$ cat src/rtl/vov_accumulator_pkg.sv
// Shared definitions for the vov accumulator slice: width helpers,
// result entry sizing and FSM state encoding.
package vov_pkg;

    localparam int VOV_W = 4;

    function automatic int calc_sum_w(input int k, input int groups);
        return $clog2(k * groups + 1);
    endfunction

    // Result entry is {act, sum}
    function automatic int entry_w(input int sum_w);
        return 1 + sum_w;
    endfunction

    typedef enum logic [0:0] {
        ST_IDLE  = 1'b0,
        ST_ACCUM = 1'b1
    } vov_state_e;

endpackage

$ cat src/rtl/vov_accumulator_if.sv
// Bus between the upstream group reducer / downstream consumer and the
// neuron accumulator.
interface vov_accumulator_if #(
    parameter int SUM_W = 8
);
    import vov_pkg::*;

    logic [VOV_W-1:0] vov_in;
    logic             vov_valid;
    logic [SUM_W-1:0] thr;
    logic             thr_load;
    logic             out_ready;
    logic             out_valid;
    logic             act_out;
    logic [SUM_W-1:0] sum_out;
    logic             busy;
    logic             ovf;

    modport master (
        output vov_in, vov_valid, thr, thr_load, out_ready,
        input  out_valid, act_out, sum_out, busy, ovf
    );

    modport slave (
        input  vov_in, vov_valid, thr, thr_load, out_ready,
        output out_valid, act_out, sum_out, busy, ovf
    );

endinterface

$ cat src/rtl/vov_result_fifo.sv
// Two-entry result FIFO with registered storage; a push is accepted when
// full only if a pop happens in the same cycle.
module vov_result_fifo
    import vov_pkg::*;
#(
    parameter int ENTRY_W = entry_w(8)
) (
    input  logic               clk,
    input  logic               rst_n,
    input  logic               push_i,
    input  logic [ENTRY_W-1:0] wdata_i,
    input  logic               pop_i,
    output logic [ENTRY_W-1:0] rdata_o,
    output logic               full_o,
    output logic               empty_o
);

    logic [ENTRY_W-1:0] mem_q [2];
    logic               wr_ptr_q;
    logic               rd_ptr_q;
    logic [1:0]         count_q;
    logic               push_en_s;
    logic               pop_en_s;

    assign full_o  = (count_q == 2'd2);
    assign empty_o = (count_q == 2'd0);
    assign rdata_o = mem_q[rd_ptr_q];

    // Qualify requests against occupancy
    always_comb begin
        pop_en_s  = pop_i && !empty_o;
        push_en_s = push_i && (!full_o || pop_en_s);
    end

    // Storage, pointers and occupancy; when full, a push overwrites the slot
    // being popped, which is safe because the head is read before the edge.
    always_ff @(posedge clk or negedge rst_n) begin
        if (!rst_n) begin
            mem_q[0] <= '0;
            mem_q[1] <= '0;
            wr_ptr_q <= 1'b0;
            rd_ptr_q <= 1'b0;
            count_q  <= 2'd0;
        end else begin
            if (push_en_s) begin
                mem_q[wr_ptr_q] <= wdata_i;
                wr_ptr_q        <= ~wr_ptr_q;
            end
            if (pop_en_s) begin
                rd_ptr_q <= ~rd_ptr_q;
            end
            case ({push_en_s, pop_en_s})
                2'b10:   count_q <= count_q + 2'd1;
                2'b01:   count_q <= count_q - 2'd1;
                default: count_q <= count_q;
            endcase
        end
    end

endmodule

$ cat src/rtl/vov_accumulator.sv
// Sums GROUPS group popcounts into one neuron sum, thresholds it against the
// threshold captured at neuron start, and queues {act, sum} for the consumer.
module vov_accumulator
    import vov_pkg::*;
#(
    parameter int K      = 4,
    parameter int GROUPS = 16,
    parameter int SUM_W  = 8
) (
    input  logic              clk,
    input  logic              rst_n,
    vov_accumulator_if.slave  bus
);

    localparam int              G_W    = (GROUPS > 1) ? $clog2(GROUPS) : 1;
    localparam int              E_W    = entry_w(SUM_W);
    localparam logic [G_W-1:0]  G_LAST = G_W'(GROUPS - 1);

    vov_state_e       state_q;
    logic [G_W-1:0]   g_q;
    logic [SUM_W-1:0] sum_q;
    logic [SUM_W-1:0] shadow_q;
    logic [SUM_W-1:0] thr_act_q;
    logic             ovf_q;

    logic [VOV_W-1:0] vov_clamped_s;
    logic [SUM_W-1:0] vov_ext_s;
    logic [SUM_W-1:0] thr_start_s;
    logic [SUM_W-1:0] base_s;
    logic [SUM_W-1:0] final_s;
    logic [SUM_W-1:0] cmp_thr_s;
    logic             last_s;
    logic             push_s;
    logic             pop_s;
    logic             drop_s;
    logic [E_W-1:0]   head_s;
    logic             full_s;
    logic             empty_s;

    // Operand selection; a thr_load coinciding with neuron start wins over the shadow
    always_comb begin
        if (bus.vov_in > VOV_W'(K)) begin
            vov_clamped_s = VOV_W'(K);
        end else begin
            vov_clamped_s = bus.vov_in;
        end
        vov_ext_s = SUM_W'(vov_clamped_s);
        if (bus.thr_load) begin
            thr_start_s = bus.thr;
        end else begin
            thr_start_s = shadow_q;
        end
        if (state_q == ST_ACCUM) begin
            base_s    = sum_q;
            cmp_thr_s = thr_act_q;
            last_s    = (g_q == G_LAST);
        end else begin
            base_s    = '0;
            cmp_thr_s = thr_start_s;
            last_s    = (GROUPS == 1);
        end
        final_s = base_s + vov_ext_s;
        push_s  = bus.vov_valid && last_s;
        pop_s   = !empty_s && bus.out_ready;
        drop_s  = push_s && full_s && !pop_s;
    end

    vov_result_fifo #(
        .ENTRY_W (E_W)
    ) u_fifo (
        .clk     (clk),
        .rst_n   (rst_n),
        .push_i  (push_s),
        .wdata_i ({(final_s >= cmp_thr_s), final_s}),
        .pop_i   (pop_s),
        .rdata_o (head_s),
        .full_o  (full_s),
        .empty_o (empty_s)
    );

    // Neuron FSM, threshold shadow/active registers and sticky overflow
    always_ff @(posedge clk or negedge rst_n) begin
        if (!rst_n) begin
            state_q   <= ST_IDLE;
            g_q       <= '0;
            sum_q     <= '0;
            shadow_q  <= '0;
            thr_act_q <= '0;
            ovf_q     <= 1'b0;
        end else begin
            if (bus.thr_load) begin
                shadow_q <= bus.thr;
            end
            if (drop_s) begin
                ovf_q <= 1'b1;
            end
            case (state_q)
                ST_IDLE: begin
                    if (bus.vov_valid && !push_s) begin
                        sum_q     <= vov_ext_s;
                        g_q       <= G_W'(1);
                        thr_act_q <= thr_start_s;
                        state_q   <= ST_ACCUM;
                    end
                end
                ST_ACCUM: begin
                    if (bus.vov_valid) begin
                        if (push_s) begin
                            sum_q   <= '0;
                            g_q     <= '0;
                            state_q <= ST_IDLE;
                        end else begin
                            sum_q <= final_s;
                            g_q   <= g_q + G_W'(1);
                        end
                    end
                end
                default: begin
                    sum_q   <= '0;
                    g_q     <= '0;
                    state_q <= ST_IDLE;
                end
            endcase
        end
    end

    // Outputs read as zero whenever no entry is queued
    always_comb begin
        bus.out_valid = !empty_s;
        bus.busy      = (state_q == ST_ACCUM);
        bus.ovf       = ovf_q;
        if (empty_s) begin
            bus.act_out = 1'b0;
            bus.sum_out = '0;
        end else begin
            bus.act_out = head_s[SUM_W];
            bus.sum_out = head_s[SUM_W-1:0];
        end
    end

endmodule

$ cat src/flat_wrapper.sv
// flat-port wrapper written by rule: the top's interface ports become plain ports
module vov_accumulator_flat import vov_pkg::*;
#(
    parameter int K      = 4,
    parameter int GROUPS = 16,
    parameter int SUM_W  = 8
)
  (clk, rst_n, bus_vov_in, bus_vov_valid, bus_thr, bus_thr_load, bus_out_ready, bus_out_valid, bus_act_out, bus_sum_out, bus_busy, bus_ovf);
  vov_accumulator_if #(.SUM_W(SUM_W)) bus_i ();
  input  logic clk;
  input  logic rst_n;
  input wire logic [$bits(bus_i.vov_in)-1:0] bus_vov_in;
  input wire logic [$bits(bus_i.vov_valid)-1:0] bus_vov_valid;
  input wire logic [$bits(bus_i.thr)-1:0] bus_thr;
  input wire logic [$bits(bus_i.thr_load)-1:0] bus_thr_load;
  input wire logic [$bits(bus_i.out_ready)-1:0] bus_out_ready;
  output wire logic [$bits(bus_i.out_valid)-1:0] bus_out_valid;
  output wire logic [$bits(bus_i.act_out)-1:0] bus_act_out;
  output wire logic [$bits(bus_i.sum_out)-1:0] bus_sum_out;
  output wire logic [$bits(bus_i.busy)-1:0] bus_busy;
  output wire logic [$bits(bus_i.ovf)-1:0] bus_ovf;
  assign bus_i.vov_in = bus_vov_in;
  assign bus_i.vov_valid = bus_vov_valid;
  assign bus_i.thr = bus_thr;
  assign bus_i.thr_load = bus_thr_load;
  assign bus_i.out_ready = bus_out_ready;
  assign bus_out_valid = bus_i.out_valid;
  assign bus_act_out = bus_i.act_out;
  assign bus_sum_out = bus_i.sum_out;
  assign bus_busy = bus_i.busy;
  assign bus_ovf = bus_i.ovf;
  vov_accumulator #(.K(K), .GROUPS(GROUPS), .SUM_W(SUM_W)) u_core (.clk(clk), .rst_n(rst_n), .bus(bus_i));
endmodule
$ cat config.mk
export PLATFORM = sky130hd
export DESIGN_NAME = vov_accumulator_flat
export DESIGN_NICKNAME = d
export VERILOG_FILES = /design/src/rtl/vov_accumulator_pkg.sv /design/src/rtl/vov_accumulator_if.sv /design/src/rtl/vov_result_fifo.sv /design/src/rtl/vov_accumulator.sv /design/src/flat_wrapper.sv
export SDC_FILE = /design/constraint.sdc
export NUM_CORES = 1
export LEC_CHECK = 0
export CAP_MARGIN = 20
export CELL_PAD_IN_SITES_DETAIL_PLACEMENT = 1
export CELL_PAD_IN_SITES_GLOBAL_PLACEMENT = 1
export CORE_AREA = 2 2 99 101
export DETAILED_ROUTE_END_ITERATION = 8
export DIE_AREA = 0 0 101 103
export PLACE_DENSITY_LB_ADDON = 0.15
export SETUP_SLACK_MARGIN = 0.02
export SLEW_MARGIN = 20
export SYNTH_ARGS = -nofsm -noshare
export SYNTH_HDL_FRONTEND = slang
export SYNTH_SLANG_ARGS = --single-unit
$ cat constraint.sdc
create_clock -name clk -period 6.8 [get_ports clk]
set_input_delay 2.04 -clock clk [delete_from_list [all_inputs] [get_ports clk]]
set_output_delay 2.04 -clock clk [all_outputs]
set_load 0.005 [all_outputs]
# After elaboration in Yosys (flattened, before gate mapping)
# Cells that the tools add are included.
# W data, S select, Z words.
[totals]
ff_bits = 52
latch_bits = 0
mem_bits_rw = 0
romBits = 0
output_inout_bits = 12
elab_cells = 74
mem_count = 0
[op_classes]
addsub = 4
multipliers = 0
div = 0
magnitude_cmp = 5
eq_ne = 6
n_shift = 0
n_mux = 26
bitwise_logic = 5
reduce_logical = 17
[op_table]
columns = ["op", "count"]
rows = [
  ["$mux W8", 7],
  ["$mux W9", 4],
  ["$bwmux W18", 1],
  ["$mux W4", 4],
  ["$pmux W8 S2", 1],
  ["$demux W9 S1", 1],
  ["$add A8 B4 Y8", 1],
  ["$ge A8 B8 Y1", 1],
  ["$logic_and A1 B1 Y1", 8],
  ["$pmux W4 S2", 1],
  ["$mux W1", 5],
  ["$add A4 B1 Y4 const B", 1],
  ["$eq A2 B2 Y1 const B", 2],
  ["$eq A4 B4 Y1 const B", 1],
  ["$ge A2 B2 Y1 const B", 2],
  ["$gt A4 B3 Y1 const B", 1],
  ["$logic_not A1 Y1", 4],
  ["$not A1 Y2", 2],
  ["$pmux W2 S2", 1],
  ["$reduce_and A2 Y1", 2],
  ["$not A1 Y1", 3],
  ["$add A2 B1 Y2 const B", 1],
  ["$eq A2 B1 Y1 const B", 1],
  ["$logic_not A2 Y1", 1],
  ["other kinds (7)", 7],
]

# Depth between registers and ports, before layout
# Gate-level depths: netlist (run 1).
[logic_depth]
word_depth = 8
ltp_mapped = 14
ltp_nobuf = 12

# Hierarchy
# Synthesis (run 1) repeated with hierarchy kept, for this count alone.
[hier_totals]
hier_cells = 243
area_unflattened_um2 = 2810.2
[modules_own_cells]
columns = ["mod", "n_inst", "cells_each", "area_per_inst_um2", "seq_area_each_um2"]
rows = [
  ["vov_accumulator", 1, 177, 1820.5, 750.7],
  ["vov_result_fifo", 1, 66, 989.7, 550.5],
]

# Least setup slack after synthesis (run 1)
# Ideal clock, no wire load.
[synth_timing]
path_kind = "input port to flip-flop"
start = "input bus_vov_in[3]"
end = "register u_core.u_fifo.mem_q[8] (netlist name)"
arrival_ns = 4.420
t_required_ns = 6.712
slack_ns = 2.292
stages = 12
cell_sequence = "nor2_1 -> and2_1 -> ha_1 -> fa_1 -> a211o_1 -> o2111ai_1 -> xnor2_1 -> nor2_1 -> ha_1 -> o2111ai_1 -> or3_1 -> a41oi_1"
[synth_between]
elab_chain_len = 5
[synth_rtl]
columns = ["item", "line_no", "rtl"]
rows = [
  ["start, declared", "flat_wrapper.sv:12", "input wire logic [$bits(bus_i.vov_in)-1:0] bus_vov_in;"],
  ["$gt A4 B3 Y1", "vov_accumulator.sv:42", "if (bus.vov_in > VOV_W'(K)) begin"],
  ["$mux W4 (*)", "vov_accumulator.sv:42", ""],
  ["$add A8 B4 Y8 (*)", "vov_accumulator.sv:62", "final_s = base_s + vov_ext_s;"],
  ["net u_core.final_s[6]", "vov_accumulator.sv:30", "logic [SUM_W-1:0] final_s;"],
  ["$ge A8 B8 Y1 (*)", "vov_accumulator.sv:74", ".wdata_i ({(final_s >= cmp_thr_s), final_s}),"],
  ["$bwmux W18 (*)", "vov_result_fifo.sv:46", "mem_q[wr_ptr_q] <= wdata_i;"],
  ["end signal, assigned by index", "vov_result_fifo.sv:46", ""],
  ["end, declared", "vov_result_fifo.sv:18", "logic [ENTRY_W-1:0] mem_q [2];"],
]
# The timed path passes the listed nets; every way through them passes the cells marked *.
# A chain may end at the register's enable or synchronous reset.

# Worst setup path in the final report (run 1)
[layout_timing]
start = "input bus_vov_in[2]"
end = "register u_core.u_fifo.mem_q[8] (netlist name)"
# The elaborated chain is that of the path after synthesis.

==> impl_results.md, run 1 <==
- Hold Path Depth: 1
- Reg clk slew, reported paths: about 0.1 ns
- Remaining DRCs: 0
- Mean Syn Cell Area: roughly 11 sq um
- Initial drt markers: 47
- Slew headroom: between 40 and 50%
- Synth area leader: dfrtp_1
- Final period util: ~73%
- Crit path max fanout: 4
- Fin. max-slew vios: 0
- Area grow syn2layout: 17.9%
- Sequential power share: between 30% and 40%
- Mapped Area: 2760 sq um
- First-pass GRT wire length: between 10 and 15 mm
- Layout fillers: between 1k and 1.5k
- Worst path required time: 7.03 ns
- Total CTS buffers: 5
- Synthesized Nets: about 290
- Area fraction of the dominant cell type after synthesis: between 40% and 50%
- WL/cell: about 15 um
- Kind of critical path: input pin to flip-flop
- CTS resizes: 0
- Aggregate global-route resource usage: 12.6%
- Syn Inst Count: between 200 and 300
- CP Data Arrival Time: around 5.2 ns
- Number of H-tree levels: 2
- Setup bufs post-CTS: 0
- Worst Skew: 0.00733 ns
- RSZ-0062 raised after global routing: false
- Sw Share: between 30% and 40%
- Worst-Margin Slew: 0.769 ns
- Cts-stage hold buffer count: 0
- Gpl congestion: 0.723
- Clock Sinks: 52
- Starting Density: approximately 29%
- Clk_lat worst skew: ~0.31 ns
- Worst r2r path cells: 12
- Die area: 10400 sq um
- Lkg Pwr: between 0.001 and 0.0015 uW
- Antenna diodes: 0
- Final worst path period need: 4.94 ns
- Most frequent cells in the layout: 52 x dfrtp_1, 30 x nor2_1, 27 x clkdlybuf4s50_1, 22 x mux2_2, 17 x mux2i_1
- Boundary Pins: 29
- Largest net degree at the start of global routing: 53
- Final TNS setup: 0 ns
- Pwr dens: approximately 460 nW/um^2
- FMAX: 203 MHz
- Vias in the first global route: roughly 2.0k
- Comb power frac: just under 50%
- Top post-synthesis cells by area: dfrtp_1 47%, mux2_2 9.0%, ha_1 6.3%, mux2i_1 6.2%, nor2_1 4.1%
- Post-synthesis sequential area ratio: between 40% and 50%
- Endpoints failing hold: 0
- Hold Crit Class: flip-flop to flip-flop
- Worst Setup Start Kind: input pin
- P_int: between 900 and 1000 uW
- Reg2reg setup slack: around 2.7 ns
- Synth unique cells: a little over 40
- Commonest non-fill, non-tap cell in the layout: dfrtp_1
- Wirelength, routed: approximately 5.9 mm
- Row cnt: 36
- Longest Clk Path Bufs: 2
- Yosys reg bits: 52
- Routed Antenna Nets: 0
- Net Switching: between 500 and 600 uW
- Vias after detailed routing: 1912
- Initial antenna violation count: 0
- Min Hold Slack: about 0.47 ns
- Die width: a little over 100 um
- CTS tree: done
- Final HPWL DP: between 4 and 5 mm
- Peak supply drop: 116 uV
- CP Capture Type: flip-flop
- Yosys warnings: 0
- Die Height: slightly above 100 um
- First drt pass iteration count: 4
- Share of cells above drive strength 1: approximately 13%
- Buffers on Ports: 28
- Clk pwr share: around 15%
- Endpoints failing setup: 0
- CTS root buffer: clkbuf_8
- Grt ovf: 0
- # nets final: around 320
- Max-cap violations: 0
- Outcome: completed
- Avg Vias per Cell: about 4.8
- Final core occ: between 30% and 40%
- CORE AREA: 9460 sq um
-- path summary, 6_finish.rpt --
check | startpoint | end
hold / removal | u_core.bus.ovf | u_core.bus.ovf
setup / recovery | bus_vov_in[2] | u_core.u_fifo.mem_q[8]
min in group asynchronous | rst_n | u_core.u_fifo.count_q[1]
max in group asynchronous | rst_n | u_core.thr_act_q[7]
hold reg to reg | u_core.bus.ovf | u_core.bus.ovf
setup reg to reg | flip-flop | u_core.u_fifo.mem_q[8]
-- metal layers --
metal,GRT usage [%],part of all wire [%],vias to the layer above,wire [um]
met2,21.7,47,22,2780
met4,3.12,1.1,0,67
met3,2.24,1.8,5,105
li1,-,-,946,-
met1,16.5,50,939,2980
met5,0,0,-,0
-- critical path, stage by stage --
cell             delay, ns
clkdlybuf4s50_1       0.46
nor2_1                0.06
and2_1                0.17
ha_1                  0.23
fa_1                  0.44
a211o_1               0.28
o2111ai_1             0.10
xnor2_1               0.17
nor2_1                0.13
ha_1                  0.34
o2111ai_1             0.11
or3_1                 0.43
a41oi_1               0.21
-- flip-flops by register name (all words and copies together), names as in the netlist, named ones only --
name,cells
u_core.g_q,4
u_core.u_fifo.count_q,2
u_core.thr_act_q,8
u_core.sum_q,8
u_core.u_fifo.mem_q,18
u_core.bus.ovf,1
u_core.shadow_q,8
u_core.u_fifo.wr_ptr_q,1
u_core.u_fifo.rd_ptr_q,1
-- kinds of logic (layout without fill, tap and decap cells) --
logic type	after synthesis	after routing	synth area share [%]
AO/OA/AOI/OAI	47	47	10.4
other	1	1	0.136
buffers and inverters	26	54	3.99
AND/OR/NAND/NOR	64	64	12.1
adder cells (fa/ha/maj)	15	15	7.07
multiplexers	41	41	15.9
XOR/XNOR	10	10	3.17
flip-flops	52	52	47.1
-- power groups by stage --
stage | Combinational, uW | Clock (uW) | Sequential [uW]
6_report | 722 | 219 | 542
5_1_grt | 830 | 239 | 562
4_1_cts | 739 | 230 | 545
3_5_place_dp | 734 | 0 | 552
3_3_place_gp | 722 | 0 | 547
2_1_floorplan | 530 | 0 | 504
-- synthesized netlist by cell type, drive strengths merged --
master and instances:
nor3b 1, conb 1, nor4 1, nor2 30, mux2i 17, o22ai 4, ha 14, a2111oi 1
a211o 1, inv 15, nand2b 2, o32ai 1, buf 5, xor2 3, nor3 2, mux2 24
a31oi 3, a41oi 1, clkbuf 5, o21ai 14, clkinv 1, a21o 5, a211oi 2, and2 5
xnor2 7, a21oi 12, nand3 4, dfrtp 52, nand2 13, fa 1, nor2b 2, and3 2
or3 1, o2111ai 3, nand4 1
-- stage by stage --
stage,power [uW],instances,setup slack [ns],area [sq um]
after global routing,1630,398,1.66,3260
after global placement,1270,390,1.51,3140
final,1480,398,1.86,3260
after detailed placement,1290,390,1.49,3140
after floorplan,1030,256,2.29,2760
after CTS,1510,398,1.81,3260
-- area by class of cell --
class,count,area (sq um),area share (%)
inverter,16,60.1,1.84
tap,114,143,4.38
multi-input combinational,178,1350,41.5
clock inverter,2,38.8,1.19
sequential,52,1300,40.0
timing repair buffer,30,290,8.92
clock buffer,6,72.6,2.23
Power figures use the tool's default switching activity.
==> inputs of run 2 (changes only) <==
Clock period 6.8 ns to 4.1 ns, I/O delays scaled along.
==> run 2 against run 1 <==
Compared with the run above: non-clock buffer count is 21 higher; register-to-register slack worse by 1.6 ns; via count is 4.5% higher; critical endpoint unchanged; first-iteration DRC count is 4.3% lower; worst setup slack worse by 1.7 ns.
==> impl_results.md, run 2 (synthesized netlist as in run 1, its figures left out) <==
- Sw Share: 38.4% (was 38.5%)
- Outcome: completed (unchanged)
- CTS tree: done (unchanged)
- First-pass GRT wire length: 10.7 mm (was 10.2 mm)
- Starting Density: 29.2% (unchanged)
- Layout fillers: 1054 (was 1059)
- Final core occ: 36.4% (was 34.4%)
- Worst path required time: 4.33 ns (was 7.03 ns)
- CORE AREA: 9460 sq um (unchanged)
- Antenna diodes: 0 (unchanged)
- Min-Delay Startpoint: u_core.bus.ovf (unchanged)
- Placed inst area: 3290 sq um (was 3140 sq um)
- Grt ovf: 0 (unchanged)
- Kind of critical path: input pin to flip-flop (unchanged)
- Remaining DRCs: 0 (unchanged)
- Wirelength, routed: 6.41 mm (was 5.93 mm)
- Vias in the first global route: 2058 (was 1969)
- Pwr dens: 774 nW/um^2 (was 455 nW/um^2)
- Die area: 10400 sq um (unchanged)
- Avg Vias per Cell: 4.77 (was 4.80)
- Clk pwr share: 11.9% (was 14.8%)
- Number of H-tree levels: 2 (unchanged)
- Final period util: roughly 95%
- Initial drt markers: 45 (was 47)
- Die Height: 103 um (unchanged)
- Met2 usage: 23.1% (was 21.7%)
- P_int: 1640 uW (was 911 uW)
- Gr busiest metal: met2 (unchanged)
- FMAX: 256 MHz
- Row cnt: 36 (unchanged)
- CP Capture Type: flip-flop (unchanged)
- Hold Crit Class: flip-flop to flip-flop (unchanged)
- Reg2reg setup slack: 1.12 ns (was 2.74 ns)
- Endpoints failing setup: 0 (unchanged)
- Final worst path period need: ~3.9 ns
- Reg clk slew, reported paths: 0.10 ns (about the same)
- Total CTS buffers: 5 (unchanged)
- Commonest non-fill, non-tap cell in the layout: dfrtp_1 (unchanged)
- Endpoints failing hold: 0 (unchanged)
- Net Switching: 1030 uW (was 572 uW)
- Flip-flop and latch area: 1300 sq um (unchanged)
- CP Data Arrival Time: 4.14 ns (was 5.17 ns)
- Die width: 101 um (unchanged)
- Gpl congestion: 0.761 (was 0.723)
- Buffers on Ports: 28 (unchanged)
- Sequential power share: 33.4% (was 36.6%)
- Share of cells above drive strength 1: 23.0% (was 13.4%)
- Vias after detailed routing: 1998 (was 1912)
- Most frequent cells in the layout: 52 x dfrtp_1, 28 x nor2_1, 27 x clkdlybuf4s50_1, 23 x buf_4, 22 x mux2_2 (was 52 x dfrtp_1, 30 x nor2_1, 27 x clkdlybuf4s50_1, 22 x mux2_2, 17 x mux2i_1)
- Slew headroom: 47.3% (was 48.5%)
- Worst Skew: 0.00996 ns (was 0.00733 ns)
- Hold Path Depth: 1 (unchanged)
- Comb power frac: 54.6% (was 48.7%)
- # nets final: 336 (was 315)
- RSZ-0062 raised after global routing: false (unchanged)
- Cts-stage hold buffer count: 0 (unchanged)
- Peak supply drop: 207 uV (was 116 uV)
- GR Layer Usage met1: 17.6% (was 16.5%)
- Destination of the worst hold path: u_core.bus.ovf (unchanged)
- Longest Clk Path Bufs: 2 (unchanged)
- Worst-Margin Slew: 0.784 ns (was 0.769 ns)
- WL/cell: 15.3 um (was 14.9 um)
- Worst r2r path cells: 11 (was 12)
- Clk_lat worst skew: 0.31 ns (about the same)
- Min Hold Slack: 0.467 ns (was 0.468 ns)
- Largest net degree at the start of global routing: 35 (was 53)
- Area grow syn2layout: 24.8% (was 17.9%)
- CTS root buffer: clkbuf_8 (unchanged)
- Boundary Pins: 29 (unchanged)
- RR Endpoint: u_core.u_fifo.mem_q[8] (unchanged)
- Worst Setup Start Kind: input pin (unchanged)
- Most flop-heavy register: u_core.u_fifo.mem_q (unchanged)
- Crit path max fanout: 3 (was 4)
- Met3 global-route usage: 2.71% (was 2.24%)
- Routed Antenna Nets: 0 (unchanged)
- Lkg Pwr: 0.00155 uW (was 0.00145 uW)
- Clock Sinks: 52 (unchanged)
- Final instance area: 3450 sq um (was 3260 sq um)
- Fin. max-slew vios: 0 (unchanged)
- Initial antenna violation count: 0 (unchanged)
- Area taken by multi-input logic gates: 1400 sq um (was 1350 sq um)
- Aggregate global-route resource usage: 13.5% (was 12.6%)
- Final TNS setup: 0 ns (unchanged)
- First drt pass iteration count: 4 (unchanged)
- Max-cap violations: 0 (unchanged)
- Final HPWL DP: 4.77 mm (was 4.32 mm)
- Max reg flops: 18 (unchanged)
[run 2: cell types whose count changed in the layout (fill, tap and decap cells not counted), sizes merged]
cell,before,now
buf,3,24
bufinv,1,0
clkbuf,6,7
clkinvlp,0,1
inv,16,15
[run 2: worst max-delay path by stage]
stage                        from                      end  slack (ns)  cells past startpoint
floorplan           bus_vov_in[3]   u_core.u_fifo.mem_q[8]        0.40                     12
global placement    bus_vov_in[3]   u_core.u_fifo.mem_q[8]       -0.19                     13
detailed placement  bus_vov_in[3]   u_core.u_fifo.mem_q[8]       -0.22                     13
CTS                 bus_vov_in[3]   u_core.u_fifo.mem_q[8]        0.11                     14
global route        bus_vov_in[2]  u_core.u_fifo.mem_q[17]        0.01                     13
finish              bus_vov_in[2]   u_core.u_fifo.mem_q[8]        0.20                     14
[run 2: final cells by class]
class                      count  area share [%]
sequential                    52            37.8
tap                          114            4.14
multi-input combinational    178            40.6
timing repair buffer          51            13.0
clock buffer                   7            2.51
inverter                      16            1.74
clock inverter                 1           0.218
[run 2: routing by layer]
layer  part of all wire, %  up-vias  routed length, um
li1                      -      984                  -
met4                   1.1        0                 68
met5                     0        -                  0
met3                   2.2        5                138
met2                    49       25               3130
met1                    48      984               3070
[run 2: per-stage QoR]
| stage | total power, uW | instances | setup WS, ns |
|---|---|---|---|
| after floorplan | 1720 | 256 | 0.402 |
| after global placement | 2270 | 409 | -0.191 |
| after detailed placement | 2300 | 409 | -0.220 |
| after CTS | 2630 | 417 | 0.108 |
| after global routing | 2950 | 419 | 0.0116 |
| final | 2670 | 419 | 0.196 |
[run 2: timing repair]
item | 4_1_cts | 5_1_grt
resized for setup | 0 | 12
setup endpoints to repair | 0 | 2
setup buffers | 0 | 2
[run 2: power groups by stage]
stage	Combinational [uW]	Sequential [uW]	Clock, uW
floorplan	879	837	0
global placement	1370	899	0
detailed placement	1390	906	0
CTS	1400	895	333
global route	1670	928	353
finish	1460	892	318
[run 2: critical path: stages]
cell	delay (ns)
clkdlybuf4s50_1	0.47
nor2_2	0.05
buf_4	0.12
and2_4	0.16
ha_1	0.32
a211oi_2	0.23
nor2_2	0.08
o21ai_1	0.25
xnor2_2	0.18
nor2_1	0.07
ha_1	0.28
o2111ai_1	0.11
or3_4	0.41
a41oi_2	0.17
==> inputs of run 3 (changes only) <==
Settings changed: MAX_ROUTING_LAYER from default to met4.
==> run 3 against run 2 <==
Compared with the run above: final cell count stayed put; clock power hardly changed; worst setup slack improved by 0.0047 ns; largest power group unchanged; combinational power barely moved; sequential power hardly changed; routed wire length shrank 0.11%; critical path type unchanged; sequential cell count stayed put; register-to-register slack about the same; power about the same; sequential share of layout area stayed put; critical path depth unchanged; critical endpoint unchanged.
==> impl_results.md, run 3 (synthesized netlist as in run 1, its figures left out) <==
- Outcome: completed (unchanged)
- Reg2reg setup slack: 1.12 ns (about the same)
- # nets final: 336 (unchanged)
- Share of cells above drive strength 1: 23.0% (unchanged)
- Clock Sinks: 52 (unchanged)
- Fin. max-slew vios: 0 (unchanged)
- Initial antenna violation count: 0 (unchanged)
- Layout fillers: 1054 (unchanged)
- Largest net degree at the start of global routing: 35 (unchanged)
- Final HPWL DP: 4.77 mm (unchanged)
- Boundary Pins: 29 (unchanged)
- Finished Layout Cells: 419 (unchanged)
- Placed Cells: 409 (unchanged)
- Slew headroom: 46.9% (was 47.3%)
- Pwr dens: 774 nW/um^2 (about the same)
- Worst r2r path cells: 11 (unchanged)
- Aggregate global-route resource usage: 13.9% (was 13.5%)
- Initial drt markers: 69 (was 45)
- Reg clk slew, reported paths: 0.10 ns (about the same)
- RR Endpoint: u_core.u_fifo.mem_q[8] (unchanged)
- Wirelength, routed: 6.40 mm (was 6.41 mm)
- Longest Clk Path Bufs: 2 (unchanged)
- Max-cap violations: 0 (unchanged)
- Vias in the first global route: 2057 (was 2058)
- WL/cell: 15.3 um (about the same)
- CTS tree: done (unchanged)
- Final instance area: 3450 sq um (unchanged)
- Starting Density: 29.2% (unchanged)
- CTS root buffer: clkbuf_8 (unchanged)
- Endpoints failing setup: 0 (unchanged)
- Worst Skew: 0.00981 ns (was 0.00996 ns)
- Worst-Margin Slew: 0.790 ns (was 0.784 ns)
- Placed inst area: 3290 sq um (unchanged)
- First drt pass iteration count: 4 (unchanged)
- Final TNS setup: 0 ns (unchanged)
- FMAX: 256 MHz (about the same)
- Most flop-heavy register: u_core.u_fifo.mem_q (unchanged)
- Remaining DRCs: 0 (unchanged)
- Worst path required time: 4.33 ns (about the same)
- Vias after detailed routing: 2000 (was 1998)
- CP Capture Type: flip-flop (unchanged)
- Row cnt: 36 (unchanged)
- Area grow syn2layout: 24.8% (unchanged)
- Final core occ: 36.4% (unchanged)
- CP Data Arrival Time: 4.13 ns (was 4.14 ns)
- Peak supply drop: 207 uV (about the same)
- Gpl congestion: 0.771 (was 0.761)
- Kind of critical path: input pin to flip-flop (unchanged)
- Die Height: 103 um (unchanged)
- Crit path max fanout: 3 (unchanged)
- Crit path to: u_core.u_fifo.mem_q[8] (unchanged)
- Hold Crit Class: flip-flop to flip-flop (unchanged)
- CP startpoint: bus_vov_in[2] (unchanged)
- Die area: 10400 sq um (unchanged)
- Buffers on Ports: 28 (unchanged)
- Avg Vias per Cell: 4.77 (about the same)
- Worst Setup Start Kind: input pin (unchanged)
- Max reg flops: 18 (unchanged)
- First-pass GRT wire length: 10.7 mm (about the same)
- CORE AREA: 9460 sq um (unchanged)
- Grt ovf: 0 (unchanged)
- Total CTS buffers: 5 (unchanged)
- Clk_lat worst skew: 0.31 ns (about the same)
- Routed Antenna Nets: 0 (unchanged)
- Design Power: 2670 uW (about the same)
- Final worst path period need: 3.90 ns (about the same)
- Commonest non-fill, non-tap cell in the layout: dfrtp_1 (unchanged)
- Number of H-tree levels: 2 (unchanged)
- Lkg Pwr: 0.00155 uW (unchanged)
- Die width: 101 um (unchanged)
- Antenna diodes: 0 (unchanged)
- Endpoints failing hold: 0 (unchanged)
- RSZ-0062 raised after global routing: false (unchanged)
- Final period util: 95.1% (was 95.2%)
- Most frequent cells in the layout: 52 x dfrtp_1, 28 x nor2_1, 27 x clkdlybuf4s50_1, 23 x buf_4, 22 x mux2_2 (unchanged)
## run 3: cell counts in the layout (fill, tap and decap cells not counted)
Identical to the previous run, type by type.
## run 3: report_power, final
group	leakage [uW]	internal, uW	switching, uW	total [uW]
logic	0.000876	779	677	1460
clock network	0.0000445	138	180	318
registers	0.000632	725	167	892
## run 3: worst min path at each step
stage / start / endpoint / slack (ns) / cells past startpoint
finish: u_core.bus.ovf / u_core.bus.ovf / 0.47 / 1
global route: u_core.bus.ovf / u_core.bus.ovf / 0.49 / 1
CTS: u_core.bus.ovf / u_core.bus.ovf / 0.47 / 1
detailed placement: u_core.bus.ovf / u_core.bus.ovf / 0.45 / 1
global placement: u_core.bus.ovf / u_core.bus.ovf / 0.44 / 1
floorplan: u_core.bus.ovf / u_core.bus.ovf / 0.45 / 1
## run 3: final cells by class
type	count	area, sq um	area share [%]
Timing Repair Buffer	51	448	13.0
Clock buffer	7	86.3	2.51
Sequential cell	52	1300	37.8
Clock inverter	1	7.51	0.218
Tap cell	114	143	4.14
Multi-Input combinational cell	178	1400	40.6
Inverter	16	60.1	1.74
## run 3: timing repair
item                       CTS  global route
setup endpoints to repair    0             2
hold buffers                 0             0
gates resized for setup      0            12
setup buffers                0             2
## run 3: layer usage
layer	track usage (%)	up-vias	routed length (um)
met2	23.0	25	3140
met5	-	-	0
met4	3.43	0	67
met3	2.71	5	138
li1	-	986	-
met1	17.7	984	3050
## run 3: worst max-delay path, stage by stage
cell,delay (ns)
clkdlybuf4s50_1,0.47
nor2_2,0.05
buf_4,0.12
and2_4,0.16
ha_1,0.32
a211oi_2,0.23
nor2_2,0.08
o21ai_1,0.25
xnor2_2,0.18
nor2_1,0.07
ha_1,0.28
o2111ai_1,0.11
or3_4,0.41
a41oi_2,0.17
## run 3: per-stage QoR
step / setup slack [ns] / hold slack [ns]
finish: 0.201 / 0.467
global route: 0.0116 / 0.491
CTS: 0.108 / 0.471
detailed placement: -0.220 / 0.447
global placement: -0.191 / 0.443
floorplan: 0.402 / 0.451
